## src/rtl/rr_otf_convert_if.sv

```systemverilog
// Digit-in / word-out handshake bundle for the radix-RADIX on-the-fly converter.
interface rr_otf_convert_if #(
   parameter int RADIX = 4,
   parameter int WIDTH = 7
);
   localparam int K = $clog2(RADIX);
   localparam int D = K + 1;
   localparam int L = WIDTH * K + 1;

   logic         in_valid;
   logic         in_ready;
   logic [D-1:0] in_digit;
   logic         out_valid;
   logic         out_ready;
   logic [L-1:0] out_value;
   logic         digit_err;

   modport master (
      output in_valid, in_digit, out_ready,
      input  in_ready, out_valid, out_value, digit_err
   );

   modport slave (
      input  in_valid, in_digit, out_ready,
      output in_ready, out_valid, out_value, digit_err
   );
endinterface

```

## src/rtl/rr_otf_convert.sv

```systemverilog
// MSD-first signed-digit to two's-complement on-the-fly converter (Q/QM pair).
// Optional illegal-digit flag enabled by RR_OTF_DIGIT_CHECK_EN.
module rr_otf_convert #(
   parameter int RADIX = 4,
   parameter int WIDTH = 7
) (
   input  logic              clock,
   input  logic              reset,
   rr_otf_convert_if.slave   bus
);
   localparam int K  = $clog2(RADIX);
   localparam int D  = K + 1;
   localparam int L  = WIDTH * K + 1;
   localparam int CW = (WIDTH > 1) ? $clog2(WIDTH) : 1;

   localparam logic [L-1:0]  C_R    = L'(RADIX);
   localparam logic [L-1:0]  C_RM1  = L'(RADIX - 1);
   localparam logic [L-1:0]  C_ONE  = L'(1);
   localparam logic [CW-1:0] C_LAST = CW'(WIDTH - 1);

   typedef enum logic {
      ACCUM,
      HOLD
   } state_t;

   state_t        r_state;
   logic [L-1:0]  r_q;
   logic [L-1:0]  r_qm;
   logic [CW-1:0] r_cnt;
   logic          r_out_valid;
   logic [L-1:0]  r_out_value;

   logic                 w_hold;
   logic                 w_in_ready;
   logic                 w_acc;
   logic [L-1:0]         w_bq;
   logic [L-1:0]         w_bqm;
   logic [CW-1:0]        w_bcnt;
   logic                 w_last;
   logic signed [L-1:0]  w_dx;
   logic                 w_neg;
   logic                 w_pos;
   logic [L-1:0]         w_q_sh;
   logic [L-1:0]         w_qm_sh;
   logic [L-1:0]         w_nq;
   logic [L-1:0]         w_nqm;

   assign w_hold     = (r_state == HOLD);
   assign w_in_ready = !w_hold || bus.out_ready;
   assign w_acc      = bus.in_valid && w_in_ready;

   // A digit taken while leaving HOLD is digit 0 of a fresh word.
   assign w_bq   = w_hold ? '0 : r_q;
   assign w_bqm  = w_hold ? '1 : r_qm;
   assign w_bcnt = w_hold ? '0 : r_cnt;
   assign w_last = (w_bcnt == C_LAST);

   assign w_dx    = L'($signed(bus.in_digit));
   assign w_neg   = bus.in_digit[D-1];
   assign w_pos   = !w_neg && (|bus.in_digit);
   assign w_q_sh  = w_bq << K;
   assign w_qm_sh = w_bqm << K;

   assign w_nq  = w_neg ? (w_qm_sh + C_R + w_dx)
                        : (w_q_sh + w_dx);
   assign w_nqm = w_pos ? (w_q_sh + w_dx - C_ONE)
                        : (w_qm_sh + C_RM1 + w_dx);

   always_ff @(posedge clock) begin
      if (reset) begin
         r_state     <= ACCUM;
         r_q         <= '0;
         r_qm        <= '1;
         r_cnt       <= '0;
         r_out_valid <= 1'b0;
         r_out_value <= '0;
      end else if (w_acc) begin
         r_q  <= w_nq;
         r_qm <= w_nqm;
         if (w_last) begin
            r_cnt       <= '0;
            r_out_value <= w_nq;
            r_out_valid <= 1'b1;
            r_state     <= HOLD;
         end else begin
            r_cnt       <= w_bcnt + CW'(1);
            r_out_valid <= 1'b0;
            r_state     <= ACCUM;
         end
      end else if (w_hold && bus.out_ready) begin
         r_q         <= '0;
         r_qm        <= '1;
         r_cnt       <= '0;
         r_out_valid <= 1'b0;
         r_state     <= ACCUM;
      end
   end

`ifdef RR_OTF_DIGIT_CHECK_EN
   localparam logic [D-1:0] C_BAD = {1'b1, {K{1'b0}}};

   logic r_err;

   // Sticky until reset; the -RADIX code is still run through the datapath.
   always_ff @(posedge clock) begin
      if (reset) begin
         r_err <= 1'b0;
      end else if (w_acc && (bus.in_digit == C_BAD)) begin
         r_err <= 1'b1;
      end
   end

   assign bus.digit_err = r_err;
`else
   assign bus.digit_err = 1'b0;
`endif

   assign bus.in_ready  = w_in_ready;
   assign bus.out_valid = r_out_valid;
   assign bus.out_value = r_out_value;
endmodule

```

## src/flat_wrapper.sv

```systemverilog
// flat-port wrapper written by rule: the top's interface ports become plain ports
module rr_otf_convert_flat 
#(
   parameter int RADIX = 4,
   parameter int WIDTH = 7
)
  (clock, reset, bus_in_valid, bus_in_digit, bus_out_ready, bus_in_ready, bus_out_valid, bus_out_value, bus_digit_err);
  rr_otf_convert_if #(.RADIX(RADIX), .WIDTH(WIDTH)) bus_i ();
  input  logic clock;
  input  logic reset;
  input wire logic [$bits(bus_i.in_valid)-1:0] bus_in_valid;
  input wire logic [$bits(bus_i.in_digit)-1:0] bus_in_digit;
  input wire logic [$bits(bus_i.out_ready)-1:0] bus_out_ready;
  output wire logic [$bits(bus_i.in_ready)-1:0] bus_in_ready;
  output wire logic [$bits(bus_i.out_valid)-1:0] bus_out_valid;
  output wire logic [$bits(bus_i.out_value)-1:0] bus_out_value;
  output wire logic [$bits(bus_i.digit_err)-1:0] bus_digit_err;
  assign bus_i.in_valid = bus_in_valid;
  assign bus_i.in_digit = bus_in_digit;
  assign bus_i.out_ready = bus_out_ready;
  assign bus_in_ready = bus_i.in_ready;
  assign bus_out_valid = bus_i.out_valid;
  assign bus_out_value = bus_i.out_value;
  assign bus_digit_err = bus_i.digit_err;
  rr_otf_convert #(.RADIX(RADIX), .WIDTH(WIDTH)) u_core (.clock(clock), .reset(reset), .bus(bus_i));
endmodule
```

## config.mk

```make
export PLATFORM = sky130hd
export DESIGN_NAME = rr_otf_convert_flat
export DESIGN_NICKNAME = d
export VERILOG_FILES = /design/src/rtl/rr_otf_convert_if.sv /design/src/rtl/rr_otf_convert.sv /design/src/flat_wrapper.sv
export SDC_FILE = /design/constraint.sdc
export NUM_CORES = 1
export LEC_CHECK = 0
export ABC_AREA = 1
export CAP_MARGIN = 20
export CORE_ASPECT_RATIO = 0.5
export CORE_MARGIN = 3
export CORE_UTILIZATION = 50
export DETAILED_ROUTE_END_ITERATION = 12
export MAX_ROUTING_LAYER = met4
export PLACE_DENSITY = 0.69
export RECOVER_POWER = 25
export REMOVE_ABC_BUFFERS = 1
export SLEW_MARGIN = 20
export SYNTH_ARGS = -nofsm -noshare
export SYNTH_HDL_FRONTEND = slang
export SYNTH_SLANG_ARGS = --single-unit
```

## constraint.sdc

```tcl
create_clock -name clock -period 3.9 [get_ports clock]
set_input_delay 0.78 -clock clock [delete_from_list [all_inputs] [get_ports clock]]
set_output_delay 0.78 -clock clock [all_outputs]
set_load 0.01 [all_outputs]
```

Word-level counts from Yosys, hierarchy flattened
Cells that the tools add are included.
{"block": "totals", "reg_bits": 45, "ram_bits": 0, "output_inout_bits": 18, "memories": 0, "mem_bits_ro": 0, "latchBits": 0, "elab_cells": 37}
{"block": "classes", "muxes": 15, "n_lt_le_gt_ge": 0, "mul": 0, "n_reduce_logical": 9, "n_eq_ne": 1, "n_shift": 0, "add_sub_neg": 7, "bitwise_logic": 0, "div_mod_pow": 0}
{"operator": "$mux W13", "count": 7}
{"operator": "$add A15 B15 Y15", "count": 2}
{"operator": "$add A15 B3 Y15 const B", "count": 1}
{"operator": "$mux W15", "count": 1}
{"operator": "$add A13 B13 Y13", "count": 1}
{"operator": "$add A13 B2 Y13 const B", "count": 1}
{"operator": "$sub A13 B1 Y13 const B", "count": 1}
{"operator": "$mux W3", "count": 4}
{"operator": "$add A3 B1 Y3 const B", "count": 1}
{"operator": "$eq A3 B3 Y1 const B", "count": 1}
{"operator": "$logic_and A1 B1 Y1", "count": 3}
{"operator": "$mux W1", "count": 3}
{"operator": "$reduce_or A3 Y1", "count": 1}
{"operator": "$logic_not A1 Y1", "count": 2}
{"operator": "$reduce_and A2 Y1", "count": 1}
{"operator": "$reduce_bool A2 Y1", "count": 1}
{"operator": "$logic_or A1 B1 Y1", "count": 1}

Logic depth before layout (Yosys ltp)
{"block": "logic_depth", "word_depth": 5, "ltp_mapped": 20, "ltp_nobuf": 19}

Worst setup path after synthesis
OpenSTA, ideal clock, no wires.
{"block": "synth_path", "path_type": "input to register", "from": "input bus_in_digit[2]", "to": "register u_core.r_q[11]", "path_buffers": 2, "path_slack_ns": 0.810, "path_stages": 16, "arrival_time_ns": 2.975, "required_ns": 3.785, "cell_sequence": "buf_2 -> inv_1 -> buf_2 -> ha_1 -> inv_1 -> ha_1 -> fa_1 -> nand3_1 -> nand2_1 -> nand4_1 -> nand2_1 -> nand2_1 -> nand3_1 -> o21ai_2 -> nor2_1 -> o21a_1"}
{"block": "synth_via", "elab_chain_len": 3, "word_cells_on_any_way": 4}
{"element": "start: declaration", "line": "flat_wrapper.sv:12", "rtl": "input wire logic [$bits(bus_i.in_digit)-1:0] bus_in_digit;"}
{"element": "$add A15 B15 Y15, on equally long branches", "line": "rr_otf_convert.sv:65, rr_otf_convert.sv:64"}
{"element": "$mux W15 *", "line": "rr_otf_convert.sv:64", "rtl": "assign w_nq = w_neg ? (w_qm_sh + C_R + w_dx)"}
{"element": "$mux W13 *", "line": "rr_otf_convert.sv:77", "rtl": "end else if (w_acc) begin"}
{"element": "end signal: assignment", "line": "rr_otf_convert.sv:78", "rtl": "r_q <= w_nq;"}
{"element": "end: declaration", "line": "rr_otf_convert.sv:27", "rtl": "logic [L-1:0] r_q;"}
Every way passes the cells marked *; elsewhere a longest branch is shown, timed or not.
A chain may end at the register's enable or synchronous reset.

Worst setup path after layout
{"block": "layout_path", "from": "input bus_in_digit[2]", "to": "register u_core.r_out_value[11] (netlist: u_core.bus.out_value[11])"}
{"block": "layout_via", "elab_chain_len": 2, "word_cells_on_any_way": 3}
{"element": "$add A15 B15 Y15, on equally long branches", "line": "rr_otf_convert.sv:65, rr_otf_convert.sv:64"}
{"element": "$mux W15 *", "line": "rr_otf_convert.sv:64"}
{"element": "end signal: assignment", "line": "rr_otf_convert.sv:82", "rtl": "r_out_value <= w_nq;"}
{"element": "end: declaration", "line": "rr_otf_convert.sv:31", "rtl": "logic [L-1:0] r_out_value;"}
Marks and branches as above.

==> qor.log <==
INFO  cts            cts_inserted_buffers=5
INFO  cts            cts_tree=yes
INFO  critical_path  timing.critical_path.buf_inv=5
INFO  floorplanning  i_o_pin_total=25
INFO  detailed_routing wl_per_cell=14.3um
INFO  global_routing antenna_violations_before_repair=0
INFO  cts            ctsResizeCount=0
INFO  critical_path  crit_path_max_fanout=20
INFO  critical_path  r2r_cells=15
INFO  sta            hold_viol_final=0
INFO  floorplanning  rows=23
INFO  cts            clk-insertion-delay-late=0.30ns
INFO  worst_hold_path hold_path_depth=2
INFO  synth          synth_compound_area_frac=0.143
INFO  synth          synth_seq_cells=45
INFO  cts            cts_clk_pin_slew_worst_paths=0.07ns
INFO  sta            finalSetupTns=0ns
INFO  global_routing grt_usage=0.258
INFO  critical_path  worst-endpoint-arrival=3.20ns
INFO  run            max_cap_violations=0
INFO  critical_path  timing.critical_path.slowest_cell_delay=0.54ns
INFO  floorplanning  core=8200um2
INFO  synth          synth-edff-count=0
INFO  detailed_routing avgViaCountPerCell=5.33
INFO  global_routing first_global_vias=3821
INFO  pwr            power.ir.vdd_worst=0.188mV
INFO  cts            cts_root_buf=sky130_fd_sc_hd__clkbuf_16
INFO  global_routing wire_length_of_the_first_global_routing_pass=19400um
INFO  synth          synthSimpleGateAreaFrac=0.366
INFO  placement      dpl-instance-area=4670um2
INFO  layout         final_antenna_diode_count=0
INFO  floorplanning  initial_core_util=0.529
INFO  placement      dp.final_hpwl=9260um
INFO  critical_path  timing.critical_path.from_type=primary input
INFO  floorplanning  chipWidth=138um
INFO  synth          largest_family_of_logic_cells_by_synthesized_area=simple AND/OR/NAND/NOR gates
INFO  synth          synth_top_flop_cell=sky130_fd_sc_hd__dfxtp_1
INFO  detailed_routing wirelength=11800um
INFO  layout         drive_above_1_share=0.0826
INFO  critical_path  timing.critical_path.cells=buf_2 > buf_4 > ha_1 > inv_1 > fa_1 > inv_1 > a31oi_1 > nand2_1 > nand2_1 > nand3_1 > o21ai_2 > nand2_1 > o211ai_1 > inv_1
INFO  detailed_routing detail-route-antenna-nets=0
INFO  cts            maximum_count_of_clock_buffers_along_a_single_path=2
INFO  synth          avgSynthCellArea=6.26um2
INFO  synth          synth.cell_area=4340um2
INFO  run_status     run_status=finished, final reports clean
INFO  worst_hold_path hold_path_startpoint=u_core.bus.out_value[3]$_SDFFE_PP0P_
INFO  cts            tritoncts_num_sinks=45
INFO  detailed_routing post_route_drc=0
INFO  critical_path  worstReg2RegStart=u_core.bus.out_valid$_SDFFE_PP0P_
INFO  sta            period_minus_slack=3.01ns
INFO  synth          synth_xor_area_frac=0.0121
INFO  layout         finalCoreUtilization=0.587
INFO  global_routing globalRoute.totalOverflow=0
INFO  sta            grt_setup_unrepaired=no
INFO  sta            timing.fmax=0.332GHz
INFO  critical_path  worst-endpoint-required=4.09ns
INFO  synth          async_reset_ff_frac=0
INFO  synth          yosysWarningCount=0
INFO  pwr            power_dens_cells=337nW/um2
INFO  placement      gpl.final_weighted_congestion=0.961
INFO  synth          synthMuxAreaShare=0
INFO  worst_hold_path hold_end=u_core.bus.out_value[3]$_SDFFE_PP0P_
INFO  synth          synth.yosys.seq_area_share=0.208
INFO  critical_path  ff2ff_setup_slack=0.90ns
INFO  detailed_routing drt_pre_antenna_iters=5
INFO  critical_path  timing.setup.critical_path_class=in -> reg
INFO  synth          synthAdderAreaFrac=0.153
INFO  sta            hold_ws=0.463ns
INFO  sta            slew_headroom=0.533
INFO  critical_path  critPathSlowestCell=sky130_fd_sc_hd__fa_1
INFO  cts            ctsHoldBuffers=0
INFO  detailed_routing detailedRoute.firstIterationViolations=347
INFO  sta            post-route-period-util=0.772
INFO  worst_hold_path min_path_type=reg -> reg
INFO  pwr            leakage=2.46nW
INFO  floorplanning  die_area=9900um2
INFO  sta            report.final.setup_viol=0
INFO  sta            worst_pin_slew=0.696ns
INFO  sta            timing_max_transition_violations_final=0
INFO  global_routing grt_start_max_net_pins=29
INFO  floorplanning  die_span_in_y=71.9um
INFO  detailed_routing dr_total_vias=4404
INFO  critical_path  cell_family_contributing_the_most_delay_on_the_critical_path=buffers and inverters
INFO  sta            fin_worst_skew=0.00748ns
INFO  layout         area_growth_from_synthesis_to_layout=11.0%
INFO  cts            cts_htree_levels=2
INFO  layout         num-nets-final=767
INFO  critical_path  element_type_at_the_critical_path_end=register
INFO  placement      numPortBuffers=23
INFO  synth          ys_types=43
INFO  layout         finish.instance_area=4820um2
INFO  cts            cts_setup_buffers=0
INFO  critical_path  capture_point_of_the_worst_reg_to_reg_path=u_core.bus.out_value[11]$_SDFFE_PP0P_
INFO  synth          postSynthCellCount=693
-- metal layers --
layer | global-route usage | part of all wire
met5 | - | 0
met4 | 0.0493 | 0.012
met3 | 0.0491 | 0.068
met2 | 0.353 | 0.40
met1 | 0.392 | 0.52
-- layout make-up --
| class | instances | area [um2] |
|---|---|---|
| repair buffers | 31 | 285 |
| clock buffers | 5 | 125 |
| well taps | 112 | 140 |
| clock inverters | 3 | 21.3 |
| inverters | 111 | 417 |
| flip-flops and latches | 45 | 901 |
| fillers | 845 | 3390 |
| multi-input cells | 519 | 2930 |
-- how the worst max path moves through the flow --
stage / from / endpoint / slack (ns) / cells after the start
final: bus_in_digit[2] / u_core.bus.out_value[11]$_SDFFE_PP0P_ / 0.89 / 14
after global routing: u_core.bus.out_valid$_SDFFE_PP0P_ / u_core.r_q[9]$_SDFFE_PP0P_ / 0.61 / 15
after CTS: bus_in_digit[2] / u_core.bus.out_value[14]$_SDFFE_PP0P_ / 0.93 / 14
after detailed placement: bus_in_digit[2] / u_core.bus.out_value[14]$_SDFFE_PP0P_ / 0.62 / 14
after global placement: bus_in_digit[2] / u_core.bus.out_value[14]$_SDFFE_PP0P_ / 0.68 / 14
after floorplan: bus_in_digit[2] / u_core.bus.out_value[13]$_SDFFE_PP0P_ / 0.87 / 15
-- per-stage QoR --
stage / power (W) / cells / setup slack, ns
global placement: 0.00117 / 818 / 0.683
global route: 0.00174 / 826 / 0.614
CTS: 0.00162 / 826 / 0.926
finish: 0.00162 / 826 / 0.888
detailed placement: 0.00118 / 818 / 0.616
floorplan: 0.00100 / 675 / 0.867
-- report_power, final --
| part | switching (W) | internal, W | leakage (nW) |
|---|---|---|---|
| clock network | 0.000198 | 0.000239 | 0.0702 |
| logic | 0.000450 | 0.000236 | 2.03 |
| registers | 0.0000127 | 0.000486 | 0.368 |
| total | 0.000661 | 0.000961 | 2.46 |
-- registers in the layout (all words and copies together) (netlist names) --
| signal | flops |
|---|---|
| u_core.r_q | 13 |
| u_core.bus.out_valid | 1 |
| u_core.r_cnt | 3 |
| u_core.r_qm | 13 |
| u_core.bus.out_value | 15 |
-- tightest hold or removal path, cell delays in order, from the launching register on --
cell and delay (ns):
sky130_fd_sc_hd__dfxtp_1 0.31, sky130_fd_sc_hd__nand2_1 0.06, sky130_fd_sc_hd__a21oi_1 0.05
-- logic make-up (layout without fill, tap and decap cells) --
logic type | after synthesis | count (layout)
AO/OA/AOI/OAI | 106 | 106
XOR/XNOR | 6 | 6
flip-flops | 45 | 45
AND/OR/NAND/NOR | 359 | 359
buffers and inverters | 129 | 150
adder cells (fa/ha/maj) | 47 | 47
other | 1 | 1
-- layout by cell type (no fill, tap or decap), drive strengths merged, types with 2 or more instances in the layout --
cell	n
a211oi	2
a21o	3
a21oi	42
a22oi	2
a31oi	3
buf	9
clkbuf	5
clkdlybuf4s50	7
clkinv	3
dfxtp	45
dlygate4sd3	15
fa	10
ha	37
inv	110
nand2	191
nand3	62
nand3b	2
nand4	9
nor2	84
nor3	6
o211ai	2
o21a	6
o21ai	37
o21bai	4
o22ai	3
or2	5
xnor2	2
xor2	4
-- cells in the mapped netlist, types with 5 or more instances --
library cell               instances  area share
sky130_fd_sc_hd__nand2_2          11       0.016
sky130_fd_sc_hd__nor2_2            6      0.0086
sky130_fd_sc_hd__buf_4             6       0.010
sky130_fd_sc_hd__nor2_1           76       0.066
sky130_fd_sc_hd__fa_1             10       0.046
sky130_fd_sc_hd__inv_1           104       0.090
sky130_fd_sc_hd__inv_2             5      0.0043
sky130_fd_sc_hd__o21ai_0          35       0.040
sky130_fd_sc_hd__nand3_1          57       0.066
sky130_fd_sc_hd__nand3_2           5       0.012
sky130_fd_sc_hd__clkbuf_1          7      0.0061
sky130_fd_sc_hd__a21oi_1          39       0.045
sky130_fd_sc_hd__nor3_1            6      0.0069
sky130_fd_sc_hd__dfxtp_1          45        0.21
sky130_fd_sc_hd__o21a_1            6       0.010
sky130_fd_sc_hd__ha_1             37        0.11
sky130_fd_sc_hd__nand4_1           9       0.013
sky130_fd_sc_hd__nand2_1         178        0.15
sky130_fd_sc_hd__buf_2             5      0.0058
No activity file was read; power rests on OpenSTA's default activity.
